## config.mk

```make
export PLATFORM = sky130hd
export DESIGN_NAME = pipeline_ctrl
export DESIGN_NICKNAME = d
export VERILOG_FILES = /design/src/rtl/pipeline_ctrl_pkg.sv /design/src/rtl/forwarding_unit.sv /design/src/rtl/pipeline_ctrl.sv
export SDC_FILE = /design/constraint.sdc
export NUM_CORES = 1
export LEC_CHECK = 0
export CORE_ASPECT_RATIO = 0.6
export CORE_MARGIN = 4
export CORE_UTILIZATION = 41
export CTS_CLUSTER_SIZE = 12
export DETAILED_ROUTE_END_ITERATION = 8
export HOLD_SLACK_MARGIN = 0.1
export PLACE_DENSITY = 0.78
export SKIP_CTS_REPAIR_TIMING = 1
export SLEW_MARGIN = 30
export SYNTH_ARGS = -nofsm -noshare
export SYNTH_HDL_FRONTEND = slang
export SYNTH_SLANG_ARGS = --single-unit
```

## constraint.sdc

```tcl
create_clock -name clk -period 2 [get_ports clk]
set_input_delay 0.3 -clock clk [delete_from_list [all_inputs] [get_ports clk]]
set_output_delay 0.3 -clock clk [all_outputs]
set_load 0.01 [all_outputs]
```

## src/rtl/pipeline_ctrl_pkg.sv

```systemverilog
// Shared types and encodings for the pipeline sequencer.
// Imported by the forwarding unit and the top-level controller.
package pipeline_ctrl_pkg;

    typedef enum logic [0:0] {
        RUN  = 1'b0,
        HALT = 1'b1
    } state_t;

    localparam logic [1:0] FWD_RF    = 2'b00;
    localparam logic [1:0] FWD_EXMEM = 2'b01;
    localparam logic [1:0] FWD_MEMWB = 2'b10;

    localparam logic [31:0] HALT_CODE_DEF = 32'd10;

endpackage

```

## src/rtl/forwarding_unit.sv

```systemverilog
// EX-stage operand source selection from the EX/MEM and MEM/WB
// writeback ports; the younger EX/MEM result always wins.
module forwarding_unit
    import pipeline_ctrl_pkg::*;
(
    input  logic [4:0] rs,
    input  logic [4:0] rt,
    input  logic       mem_regwrite,
    input  logic [4:0] mem_write_reg,
    input  logic       wb_regwrite,
    input  logic [4:0] wb_write_reg,
    output logic [1:0] fwd_a,
    output logic [1:0] fwd_b
);

    function automatic logic [1:0] pick(
        input logic [4:0] src,
        input logic       m_we,
        input logic [4:0] m_rd,
        input logic       w_we,
        input logic [4:0] w_rd
    );
        if (m_we && m_rd != 5'd0 && m_rd == src)
            return FWD_EXMEM;
        else if (w_we && w_rd != 5'd0 && w_rd == src)
            return FWD_MEMWB;
        else
            return FWD_RF;
    endfunction

    always_comb begin
        fwd_a = pick(rs, mem_regwrite, mem_write_reg,
                     wb_regwrite, wb_write_reg);
        fwd_b = pick(rt, mem_regwrite, mem_write_reg,
                     wb_regwrite, wb_write_reg);
    end

endmodule

```

## src/rtl/pipeline_ctrl.sv

```systemverilog
// Central sequencer of the five-stage pipeline: hazard priority,
// run/halt FSM, resume-button edge detect and performance counters.
module pipeline_ctrl
    import pipeline_ctrl_pkg::*;
#(
    parameter logic [31:0] HALT_CODE = HALT_CODE_DEF,
    parameter int          CNT_W     = 32
) (
    input  logic             clk,
    input  logic             rst_n,
    input  logic [4:0]       id_rs,
    input  logic [4:0]       id_rt,
    input  logic             id_r1_used,
    input  logic             id_r2_used,
    input  logic [4:0]       ex_rs,
    input  logic [4:0]       ex_rt,
    input  logic             ex_memtoreg,
    input  logic             ex_regwrite,
    input  logic [4:0]       ex_write_reg,
    input  logic             mem_regwrite,
    input  logic [4:0]       mem_write_reg,
    input  logic             wb_regwrite,
    input  logic [4:0]       wb_write_reg,
    input  logic             ex_redirect,
    input  logic             wb_syscall,
    input  logic [31:0]      wb_v0,
    input  logic             go,
    input  logic             mem_busy,
    output logic             pc_en,
    output logic             ifid_en,
    output logic             idex_en,
    output logic             exmem_en,
    output logic             memwb_en,
    output logic             ifid_clr,
    output logic             idex_clr,
    output logic             exmem_clr,
    output logic             memwb_clr,
    output logic [1:0]       fwd_a,
    output logic [1:0]       fwd_b,
    output logic             halted,
    output logic [CNT_W-1:0] cycle_cnt,
    output logic [CNT_W-1:0] stall_cnt,
    output logic [CNT_W-1:0] flush_cnt
);

    localparam logic [CNT_W-1:0] ONE = CNT_W'(1);

    state_t     state;
    state_t     state_nxt;
    logic       go_q;
    logic       go_rise;
    logic       load_use;
    logic       halt_hit;
    logic       row_busy;
    logic       row_halt;
    logic       row_redir;
    logic       row_lu;
    logic [1:0] fwd_a_raw;
    logic [1:0] fwd_b_raw;

    assign go_rise = go & ~go_q;

    assign load_use = ex_memtoreg & ex_regwrite
                    & (ex_write_reg != 5'd0)
                    & ((id_r1_used & (ex_write_reg == id_rs))
                     | (id_r2_used & (ex_write_reg == id_rt)));

    assign halt_hit = wb_syscall & (wb_v0 == HALT_CODE);

    // Strict priority: memory freeze, halt, redirect, load-use.
    assign row_busy  = mem_busy;
    assign row_halt  = ~mem_busy & halt_hit;
    assign row_redir = ~mem_busy & ~halt_hit & ex_redirect;
    assign row_lu    = ~mem_busy & ~halt_hit & ~ex_redirect & load_use;

    always_ff @(posedge clk or negedge rst_n) begin
        if (!rst_n) begin
            state <= RUN;
        end else begin
            state <= state_nxt;
        end
    end

    always_comb begin
        state_nxt = state;
        unique case (state)
            RUN:     if (row_halt) state_nxt = HALT;
            HALT:    if (go_rise)  state_nxt = RUN;
            default: state_nxt = RUN;
        endcase
    end

    always_comb begin
        pc_en     = 1'b0;
        ifid_en   = 1'b0;
        idex_en   = 1'b0;
        exmem_en  = 1'b0;
        memwb_en  = 1'b0;
        ifid_clr  = 1'b0;
        idex_clr  = 1'b0;
        memwb_clr = 1'b0;
        if (rst_n && state == RUN) begin
            if (row_busy) begin
                pc_en = 1'b0;
            end else if (row_halt) begin
                memwb_en  = 1'b1;
                memwb_clr = 1'b1;
            end else if (row_redir) begin
                pc_en    = 1'b1;
                ifid_en  = 1'b1;
                idex_en  = 1'b1;
                exmem_en = 1'b1;
                memwb_en = 1'b1;
                ifid_clr = 1'b1;
                idex_clr = 1'b1;
            end else if (row_lu) begin
                idex_en  = 1'b1;
                idex_clr = 1'b1;
                exmem_en = 1'b1;
                memwb_en = 1'b1;
            end else begin
                pc_en    = 1'b1;
                ifid_en  = 1'b1;
                idex_en  = 1'b1;
                exmem_en = 1'b1;
                memwb_en = 1'b1;
            end
        end
    end

    assign exmem_clr = 1'b0;
    assign halted    = (state == HALT);

    // Reset value of 1 keeps a button held through reset from resuming.
    always_ff @(posedge clk or negedge rst_n) begin
        if (!rst_n) begin
            go_q <= 1'b1;
        end else begin
            go_q <= go;
        end
    end

    always_ff @(posedge clk or negedge rst_n) begin
        if (!rst_n) begin
            cycle_cnt <= '0;
            stall_cnt <= '0;
            flush_cnt <= '0;
        end else if (state == RUN) begin
            cycle_cnt <= cycle_cnt + ONE;
            if (row_busy || row_lu) begin
                stall_cnt <= stall_cnt + ONE;
            end
            if (row_redir) begin
                flush_cnt <= flush_cnt + ONE;
            end
        end
    end

    forwarding_unit u_fwd (
        .rs            (ex_rs),
        .rt            (ex_rt),
        .mem_regwrite  (mem_regwrite),
        .mem_write_reg (mem_write_reg),
        .wb_regwrite   (wb_regwrite),
        .wb_write_reg  (wb_write_reg),
        .fwd_a         (fwd_a_raw),
        .fwd_b         (fwd_b_raw)
    );

    assign fwd_a = rst_n ? fwd_a_raw : FWD_RF;
    assign fwd_b = rst_n ? fwd_b_raw : FWD_RF;

endmodule

```

[Yosys cells after proc, flatten, opt, wreduce, memory -nomap -nowiden]
Cells that the tools add are included.
Cells by class
  reductions and logical operators: 13
  mux-type cells: 30
  bitwise logic cells: 18
  equal/unequal tests: 7
  $add $sub $neg: 3
Operators with widths (count)
  32-bit by 1-bit adder with 32-bit output (second input constant): 3
  32-bit by 4-bit == test with 1-bit output (second input constant): 1
  5-bit == test: 6
  1-bit two-way mux: 23
  5-bit nonzero test: 3
  1-bit AND: 12
  2-bit two-way mux: 6
  1-bit logical AND: 7
  1-bit NOT: 5
  2-bit AND reduction: 2
  1-bit one-hot mux with 2 select lines: 1
  1-bit logical OR: 1
  1-bit OR: 1
Storage, ports and cells
  output and inout bits: 110
  input bits: 79
  logic and storage cells: 76
  flip-flop bits (word level): 98

[Depth between registers and ports, before layout]
Gate-level depths: netlist of run 1.
  depth after elaboration: 11
  mapped depth: 8
  mapped depth without buffers: 7

[Modules after synthesis]
Synthesis of run 1 repeated with hierarchy kept, for this count alone.
Unflattened totals
  cells, all modules: 485
  area, all modules: 5057.4 um^2
By module, submodules not included
  pipeline_ctrl: sequential area each 2453.6 um^2, cells an instance 451, times used 1, area an instance 4799.6 um^2
  forwarding_unit: sequential area each 0.0 um^2, cells an instance 34, times used 1, area an instance 257.7 um^2

[Least setup slack after synthesis of run 1]
OpenSTA, ideal clock, no wires.
  kind: register to register
  from: register cycle_cnt[0]
  to: register cycle_cnt[24]
  path buffers: 1
  arrival: 2.062 ns
  stages on the path, launching flop included: 9
  library setup time: 0.125 ns
  clock period less this slack: 2.187 ns
  slack: -0.187 ns
  cells stage by stage: dfrtp_1 > ha_1 > and4b_1 > nand4_1 > or2_2 > clkbuf_1 > nor3_1 > nand4_1 > xnor2_1
Between the ends
  word-level cells in the longest chain between the ends: 1
Ends and longest elaborated chain
  from (decl): RTL line pipeline_ctrl.sv:41  | output logic [CNT_W-1:0] cycle_cnt,
  from (signal assigned): RTL line pipeline_ctrl.sv:149  | cycle_cnt <= cycle_cnt + ONE;
  32-bit by 1-bit adder with 32-bit output: RTL line pipeline_ctrl.sv:149
Every way passes these cells.
A chain may end at the register's enable or synchronous reset.

[Worst setup path after layout of run 1]
  from: input port wb_v0[1]
  to: output port ifid_clr
Between the ends
  word-level cells in the longest chain between the ends: 9
Ends and longest elaborated chain
  from (decl): RTL line pipeline_ctrl.sv:26  | input logic [31:0] wb_v0,
  32-bit by 4-bit == test with 1-bit output *: RTL line pipeline_ctrl.sv:68  | assign halt_hit = wb_syscall & (wb_v0 == HALT_CODE);
  1-bit AND *: RTL line pipeline_ctrl.sv:68
  1-bit NOT: RTL line pipeline_ctrl.sv:73  | assign row_redir = ~mem_busy & ~halt_hit & ex_redirect;
  1-bit AND (2 in series): RTL line pipeline_ctrl.sv:73
  1-bit two-way mux: RTL line pipeline_ctrl.sv:108  | end else if (row_redir) begin
  1-bit two-way mux *: RTL line pipeline_ctrl.sv:105  | end else if (row_halt) begin
  1-bit two-way mux *: RTL line pipeline_ctrl.sv:103  | if (row_busy) begin
  1-bit two-way mux *: RTL line pipeline_ctrl.sv:102  | if (rst_n && state == RUN) begin
  to (decl): RTL line pipeline_ctrl.sv:34  | output logic ifid_clr,
Every way passes the cells marked *; elsewhere a longest branch is shown, timed or not.

==> results of run 1 <==
-- cells in the final DEF, fill, tap and decap left out, types with 4 or more instances in the layout --
cell type / count
buf_2: 4
clkdlybuf4s50_1: 111
xnor2_1: 62
buf_4: 74
clkbuf_2: 18
and3_1: 16
nor4_1: 13
and2_1: 4
nand4_1: 25
nor4_4: 8
nand3_1: 30
nor4_2: 5
clkbuf_16: 9
and4_1: 8
nor2_1: 23
or4_4: 4
xor2_1: 59
buf_6: 13
nor3_1: 18
nand2_1: 36
dfrtp_1: 95
inv_1: 12
dlymetal6s2s_1: 45
-- power groups by stage --
stage / Combinational, W / Sequential [W] / Clock, W
final: 0.00139 / 0.00233 / 0.00183
after global routing: 0.00148 / 0.00235 / 0.00196
after CTS: 0.00135 / 0.00232 / 0.00188
after detailed placement: 0.00134 / 0.00235 / 0
after global placement: 0.00131 / 0.00234 / 0
after floorplan: 0.000378 / 0.00243 / 0
-- worst reg2reg max path: stages (launching register included) --
cell     delay, ps
dfrtp_1        460
nand4_1        260
nor3_1         330
and3_1         290
nand2_1         70
nor4_1         320
xor2_1         180
-- through the flow --
| stage | instance area (um^2) | util [%] | hold slack (ps) | cells | worst slack (ps) |
|---|---|---|---|---|---|
| floorplan | 5100 | - | 4.41 | 494 | -2.77 |
| global placement | 7620 | 62.9 | 454 | 900 | -862 |
| detailed placement | 7620 | 62.9 | 472 | 900 | -858 |
| CTS | 7940 | 65.6 | 217 | 916 | -871 |
| global route | 8380 | 69.3 | 252 | 930 | -251 |
| finish | 8380 | 69.3 | 206 | 930 | -177 |
-- worst max-delay path by stage --
stage / from / to / cells after the start / slack (ps)
floorplan: wb_v0[29] / pc_en / 6 / -3
global placement: wb_v0[7] / ifid_clr / 6 / -860
detailed placement: wb_v0[9] / ifid_en / 8 / -860
CTS: wb_v0[9] / ifid_en / 8 / -870
global route: wb_v0[1] / ifid_clr / 7 / -250
finish: wb_v0[1] / ifid_clr / 7 / -180
-- state kept, by name, indices dropped and copies added, names as in the netlist --
register / cells
go_q: 1
cycle_cnt: 32
stall_cnt: 32
flush_cnt: 32
halted: 1
-- cell families (layout without fill, tap and decap cells) --
family / Yosys count / in the layout
AO/OA/AOI/OAI: 8 / 8
XOR/XNOR: 122 / 122
adder cells (fa/ha/maj): 3 / 3
buffers and inverters: 26 / 296
flip-flops: 98 / 98
multiplexers: 3 / 3
other: 1 / 2
AND/OR/NAND/NOR: 233 / 233
-- cell usage after synthesis --
cell	count	area share [%]
nor2_1	27	2.0
inv_1	12	0.89
nor4_2	2	0.49
o211ai_1	1	0.15
or4_1	6	0.89
nor4bb_1	2	0.39
a21oi_1	2	0.20
nand2b_1	2	0.25
nand4b_1	1	0.17
and3_1	17	2.1
and4_1	11	1.9
nor3b_1	3	0.44
buf_2	1	0.098
mux2i_1	1	0.20
nor4_1	24	3.0
o22ai_1	1	0.12
nand4_1	25	3.1
buf_4	6	0.89
o21ai_0	2	0.20
conb_1	1	0.074
a31oi_2	1	0.25
clkbuf_1	6	0.44
dfrtp_1	97	48
mux2_2	2	0.44
nand3_1	34	3.3
xnor2_1	63	11
or2_2	3	0.37
nand2_1	37	2.7
a31oi_1	1	0.12
nor3_1	22	2.2
dfstp_2	1	0.52
xor2_1	59	10
or3_1	3	0.37
nor2b_1	2	0.25
and2_1	5	0.62
clkbuf_2	1	0.098
nor4b_1	4	0.69
ha_1	3	0.74
and4b_1	1	0.20
and3b_1	1	0.17
or4_4	1	0.22
-- cell type report --
| class | instances | share of cell area (%) |
|---|---|---|
| clock buffer | 10 | 2.85 |
| clock inverter | 6 | 0.941 |
| multi-input combinational | 370 | 33.6 |
| sequential | 98 | 29.3 |
| antenna | 1 | 0.0299 |
| tap | 165 | 2.46 |
| inverter | 12 | 0.537 |
| timing repair buffer | 268 | 30.3 |
-- layer usage --
| metal | vias to the layer above | GRT usage [%] | part of all wire [%] |
|---|---|---|---|
| met3 | 18 | 4.58 | 5.3 |
| met4 | 0 | 5.68 | 1.8 |
| met2 | 149 | 34.7 | 49 |
| met5 | - | 0 | 0 |
| li1 | 2259 | - | - |
| met1 | 2335 | 28.0 | 44 |
==> results.sh, run 1 <==
export IMPL_cp_start_kind="primary input"
export IMPL_fp_dieH_um=94.2
export IMPL_drv_slew=0
export IMPL_yosys_area_share_adder_pct=0.739
export IMPL_rsz0062_at_grt="true"
export IMPL_top_level_ports=189
export IMPL_r2r_cells=6
export IMPL_hp_class="primary input to asynchronous set/reset pin"
export IMPL_critical_path_class="primary input to primary output"
export IMPL_synth_mux_area_share_pct=0.640
export IMPL_internal_power_w=0.00391
export IMPL_synthToLayoutAreaGrowth_pct=64.9
export IMPL_hold_viol=0
export IMPL_syn_inst=494
export IMPL_vias=4761
export IMPL_gp_congestion=0.845
export IMPL_crit_reg2reg_launch="stall_cnt[14]$_DFFE_PN0P_"
export IMPL_synth_nets=576
export IMPL_critPathCaptureType="primary output"
export IMPL_hpwl_mm=11.6
export IMPL_max_stage_delay_ps=550
export IMPL_drt_pre_antenna_iters=4
export IMPL_clock_skew_ps=8.62
export IMPL_power_w=0.00555
export IMPL_grt_max_degree=55
export IMPL_synth_distinct_cells=41
export IMPL_clkTransAtPathRegs_ps=70
export IMPL_switching_share_pct=29.5
export IMPL_wl_per_cell_um=17.1
export IMPL_cts_buffer_depth=2
export IMPL_yosysWarnings=0
export IMPL_synth_compound_area_share_pct=1.03
export IMPL_comb_power_share_pct=25.0
export IMPL_synth_seq_cells=98
export IMPL_multi_input_area_um2=2820
export IMPL_htree_num_levels=3
export IMPL_fillers=879
export IMPL_num_rows=31
export IMPL_synthSimpleGateAreaFrac_pct=25.8
export IMPL_io_buffers=187
export IMPL_max_freq_mhz=459
export IMPL_cts_tree="built"
export IMPL_drc=0
export IMPL_crit_arrival_ps=1880
export IMPL_ir_drop_mv=0.520
export IMPL_p_leak_nw=4.00
export IMPL_status="complete, but fails checks"
export IMPL_fin_crit_sh_pct=109
export IMPL_dieArea_um2=14300
export IMPL_drive_above_1_share_pct=24.0
export IMPL_critical_path_top_delay_family="simple AND/OR/NAND/NOR gates"
export IMPL_setup_viol=31
export IMPL_worstPathBufferInverterCount=3
export IMPL_slowest_stage="or4_4"
export IMPL_synth_top_family_by_area="simple AND/OR/NAND/NOR gates"
export IMPL_final_setup_worst_slack_ps=-177
export IMPL_chipWidth_um=152
export IMPL_p_switching_w=0.00164
export IMPL_grt_pass1_wl_mm=23.9
export IMPL_slew_headroom_pct=54.0
export IMPL_clk_latency_ps=340
export IMPL_grt_pass1_vias=4833
export IMPL_cellPowerDensity_nw_per_um2=662
export IMPL_ant_nets=0
export IMPL_synth_xor_area_share_pct=21.0
export IMPL_timing_rr_end="stall_cnt[30]$_DFFE_PN0P_"
export IMPL_avgSynthCellArea_um2=10.3
export IMPL_required_ps=1700
export IMPL_netlist_area_um2=5080
export IMPL_yosysSeqAreaShare_pct=48.3
export IMPL_drtIter0Drc=175
export IMPL_totalWireLength_mm=15.9
export IMPL_cap_violations=0
export IMPL_cts_sinks=98
export IMPL_core_area_um2=12100
export IMPL_rrSetupSlack_ps=20
export IMPL_worst_pin_slew_ps=689
export IMPL_regArea_um2=2460
export IMPL_nets=841
export IMPL_start_util_pct=42.0
export IMPL_finalCriticalPeriod_ps=2180
export IMPL_pwr_share_clk_pct=33.1
export IMPL_cp_max_fo=3
export IMPL_antenna_found_initial=1
export IMPL_grt_usage_pct=21.0
export IMPL_path_cells="dlymetal6s2s_1, nor4bb_2, nand4_1, buf_4, or4_4, and3_4, buf_6"
export IMPL_p_seq_share_pct=41.9
export IMPL_avgViaCountPerCell=5.12
export IMPL_violations="setup timing"
export IMPL_numCtsBuffers=9
export IMPL_cts_root_buffer="clkbuf_16"
export IMPL_grt_overflow=0
export IMPL_setup_tns_ps=-2290
Power figures use the tool's default switching activity.
==> inputs of run 2 (changes only) <==
CORE_UTILIZATION = 50   (was 41)
DONT_BUFFER_PORTS = 1   (was unset)
PLACE_DENSITY = 0.68   (was 0.78)
==> run 2 against run 1 <==
The flow finishes with violations (hold timing). Critical path depth is the same. Cell area shrank 26%. Combinational power shrank 37%. Die area shrank 17%. Setup slack gained 190 ps.
==> results.sh, run 2 (synthesized netlist as in run 1, its figures left out) <==
export IMPL_status="complete, but fails checks"
export IMPL_violations="hold timing"
export IMPL_grt_max_degree=104
export IMPL_totalWireLength_mm=13.5
export IMPL_num_rows=28
export IMPL_cellPowerDensity_nw_per_um2=786
export IMPL_hp_class="primary input to asynchronous set/reset pin"
export IMPL_final_util_pct=62.4
export IMPL_ir_drop_mv=0.567
export IMPL_max_freq_mhz=502
export IMPL_drv_slew=0
export IMPL_grt_pass1_vias=4081
export IMPL_cts_root_buffer="clkbuf_16"
export IMPL_drt_pre_antenna_iters=4
export IMPL_clkTransAtPathRegs_ps=70
export IMPL_p_seq_share_pct=47.6
export IMPL_io_buffers=0
export IMPL_synthToLayoutAreaGrowth_pct=21.3
export IMPL_chipWidth_um=138
export IMPL_p_switching_w=0.00140
export IMPL_setup_viol=0
export IMPL_cap_violations=0
export IMPL_final_common_cell="dfrtp_1"
export IMPL_power_w=0.00485
export IMPL_drive_above_1_share_pct=20.5
export IMPL_vias=4074
export IMPL_hpwl_mm=10.3
export IMPL_rsz0062_at_grt="true"
export IMPL_cp_max_fo=5
export IMPL_core_area_um2=9880
export IMPL_crit_arrival_ps=2210
export IMPL_r2r_cells=7
export IMPL_grt_usage_pct=22.3
export IMPL_pwr_share_clk_pct=34.2
export IMPL_antenna_found_initial=0
export IMPL_required_ps=2220
export IMPL_critPathCaptureType="flop"
export IMPL_nets=647
export IMPL_dieArea_um2=11900
export IMPL_hold_ws_ps=-344
export IMPL_drtIter0Drc=223
export IMPL_cts_sinks=98
export IMPL_cp_start_kind="flop"
export IMPL_grt_overflow=0
export IMPL_pre_cts_slack_ps=-208
export IMPL_top_level_ports=189
export IMPL_rrSetupSlack_ps=8
export IMPL_ant_nets=0
export IMPL_hold_viol=98
export IMPL_gp_congestion=0.884
export IMPL_avgViaCountPerCell=5.78
export IMPL_cp_startpoint="halted$_DFF_PN0_"
export IMPL_crit_end="cycle_cnt[24]$_DFFE_PN0N_"
export IMPL_drc=0
export IMPL_fin_crit_sh_pct=99.6
export IMPL_cts_tree="built"
export IMPL_antennaDiodeCount=0
export IMPL_clock_skew_ps=6.75
export IMPL_grt_pass1_wl_mm=21.7
export IMPL_wl_per_cell_um=19.1
export IMPL_layout_common_cells="96 x dfrtp_1, 69 x buf_4, 62 x xnor2_1, 59 x xor2_1, 36 x nand2_1"
export IMPL_fp_dieH_um=86.1
export IMPL_cts_buffer_depth=2
export IMPL_critical_path_class="flop to flop"
export IMPL_finalCriticalPeriod_ps=1990
export IMPL_p_leak_nw=2.77
export IMPL_comb_power_share_pct=18.2
export IMPL_numCtsBuffers=9
export IMPL_clk_latency_ps=330
export IMPL_htree_num_levels=3
export IMPL_reg_top3="cycle_cnt (32), flush_cnt (32), stall_cnt (32)"
export IMPL_crit_reg2reg_launch="halted$_DFF_PN0_"
export IMPL_switching_share_pct=28.9
export IMPL_timing_rr_end="cycle_cnt[24]$_DFFE_PN0N_"
export IMPL_final_setup_worst_slack_ps=8.46
export IMPL_internal_power_w=0.00345
export IMPL_start_util_pct=51.4
export IMPL_fillers=838
## run 2: cell count changes in the layout (fill, tap and decap cells not counted), moves of 5 or more
| cell | change |
|---|---|
| buf_4 | -5 |
| buf_6 | -11 |
| clkbuf_2 | -18 |
| clkdlybuf4s50_1 | -111 |
| dlymetal6s2s_1 | -45 |
| nor4_1 | +10 |
| nor4_4 | -6 |
## run 2: metal layers
layer | vias up | routed length (um) | GRT usage, %
li1 | 1882 | - | -
met1 | 2008 | 5760 | 29.3
met2 | 162 | 6440 | 36.0
met3 | 22 | 1090 | 8.02
met4 | 0 | 201 | 4.75
met5 | - | 0 | 0
## run 2: power groups by stage
| stage | registers [W] | logic (W) | clock network, W |
|---|---|---|---|
| detailed placement | 0.00234 | 0.000865 | 0 |
| floorplan | 0.00243 | 0.000378 | 0 |
| CTS | 0.00231 | 0.000866 | 0.00169 |
| finish | 0.00231 | 0.000882 | 0.00166 |
| global placement | 0.00234 | 0.000833 | 0 |
| global route | 0.00233 | 0.000978 | 0.00178 |
## run 2: worst min path at each step
stage,startpoint,to,depth (start not counted)
2_1_floorplan,rst_n,cycle_cnt[0]$_DFFE_PN0N_,0
3_3_place_gp,rst_n,stall_cnt[8]$_DFFE_PN0P_,0
3_5_place_dp,rst_n,stall_cnt[9]$_DFFE_PN0P_,0
4_1_cts,rst_n,stall_cnt[9]$_DFFE_PN0P_,0
5_1_grt,rst_n,stall_cnt[10]$_DFFE_PN0P_,0
6_report,rst_n,stall_cnt[9]$_DFFE_PN0P_,0
## run 2: through the flow
stage	instances	instance area (um^2)	setup TNS (ps)
after global routing	705	6170	-303
after global placement	680	5700	-4040
final	705	6170	0
after floorplan	494	5100	-2.77
after detailed placement	680	5700	-7010
after CTS	696	5990	-702
## run 2: critical path, stage by stage (launching register included)
cell and delay (ps):
dfrtp_1 390, buf_6 130, and4b_2 300, nand4_1 130
or2_4 290, nor3_4 320, nand4_1 170, xnor2_1 150
## run 2: final cells by class
class	instances	area, um^2	share of cell area (%)
Clock buffer	10	239	3.88
Clock inverter	6	50.0	0.812
Inverter	12	45.0	0.731
Multi-Input combinational cell	370	2620	42.5
Sequential cell	98	2450	39.8
Tap cell	135	169	2.74
Timing Repair Buffer	74	591	9.58
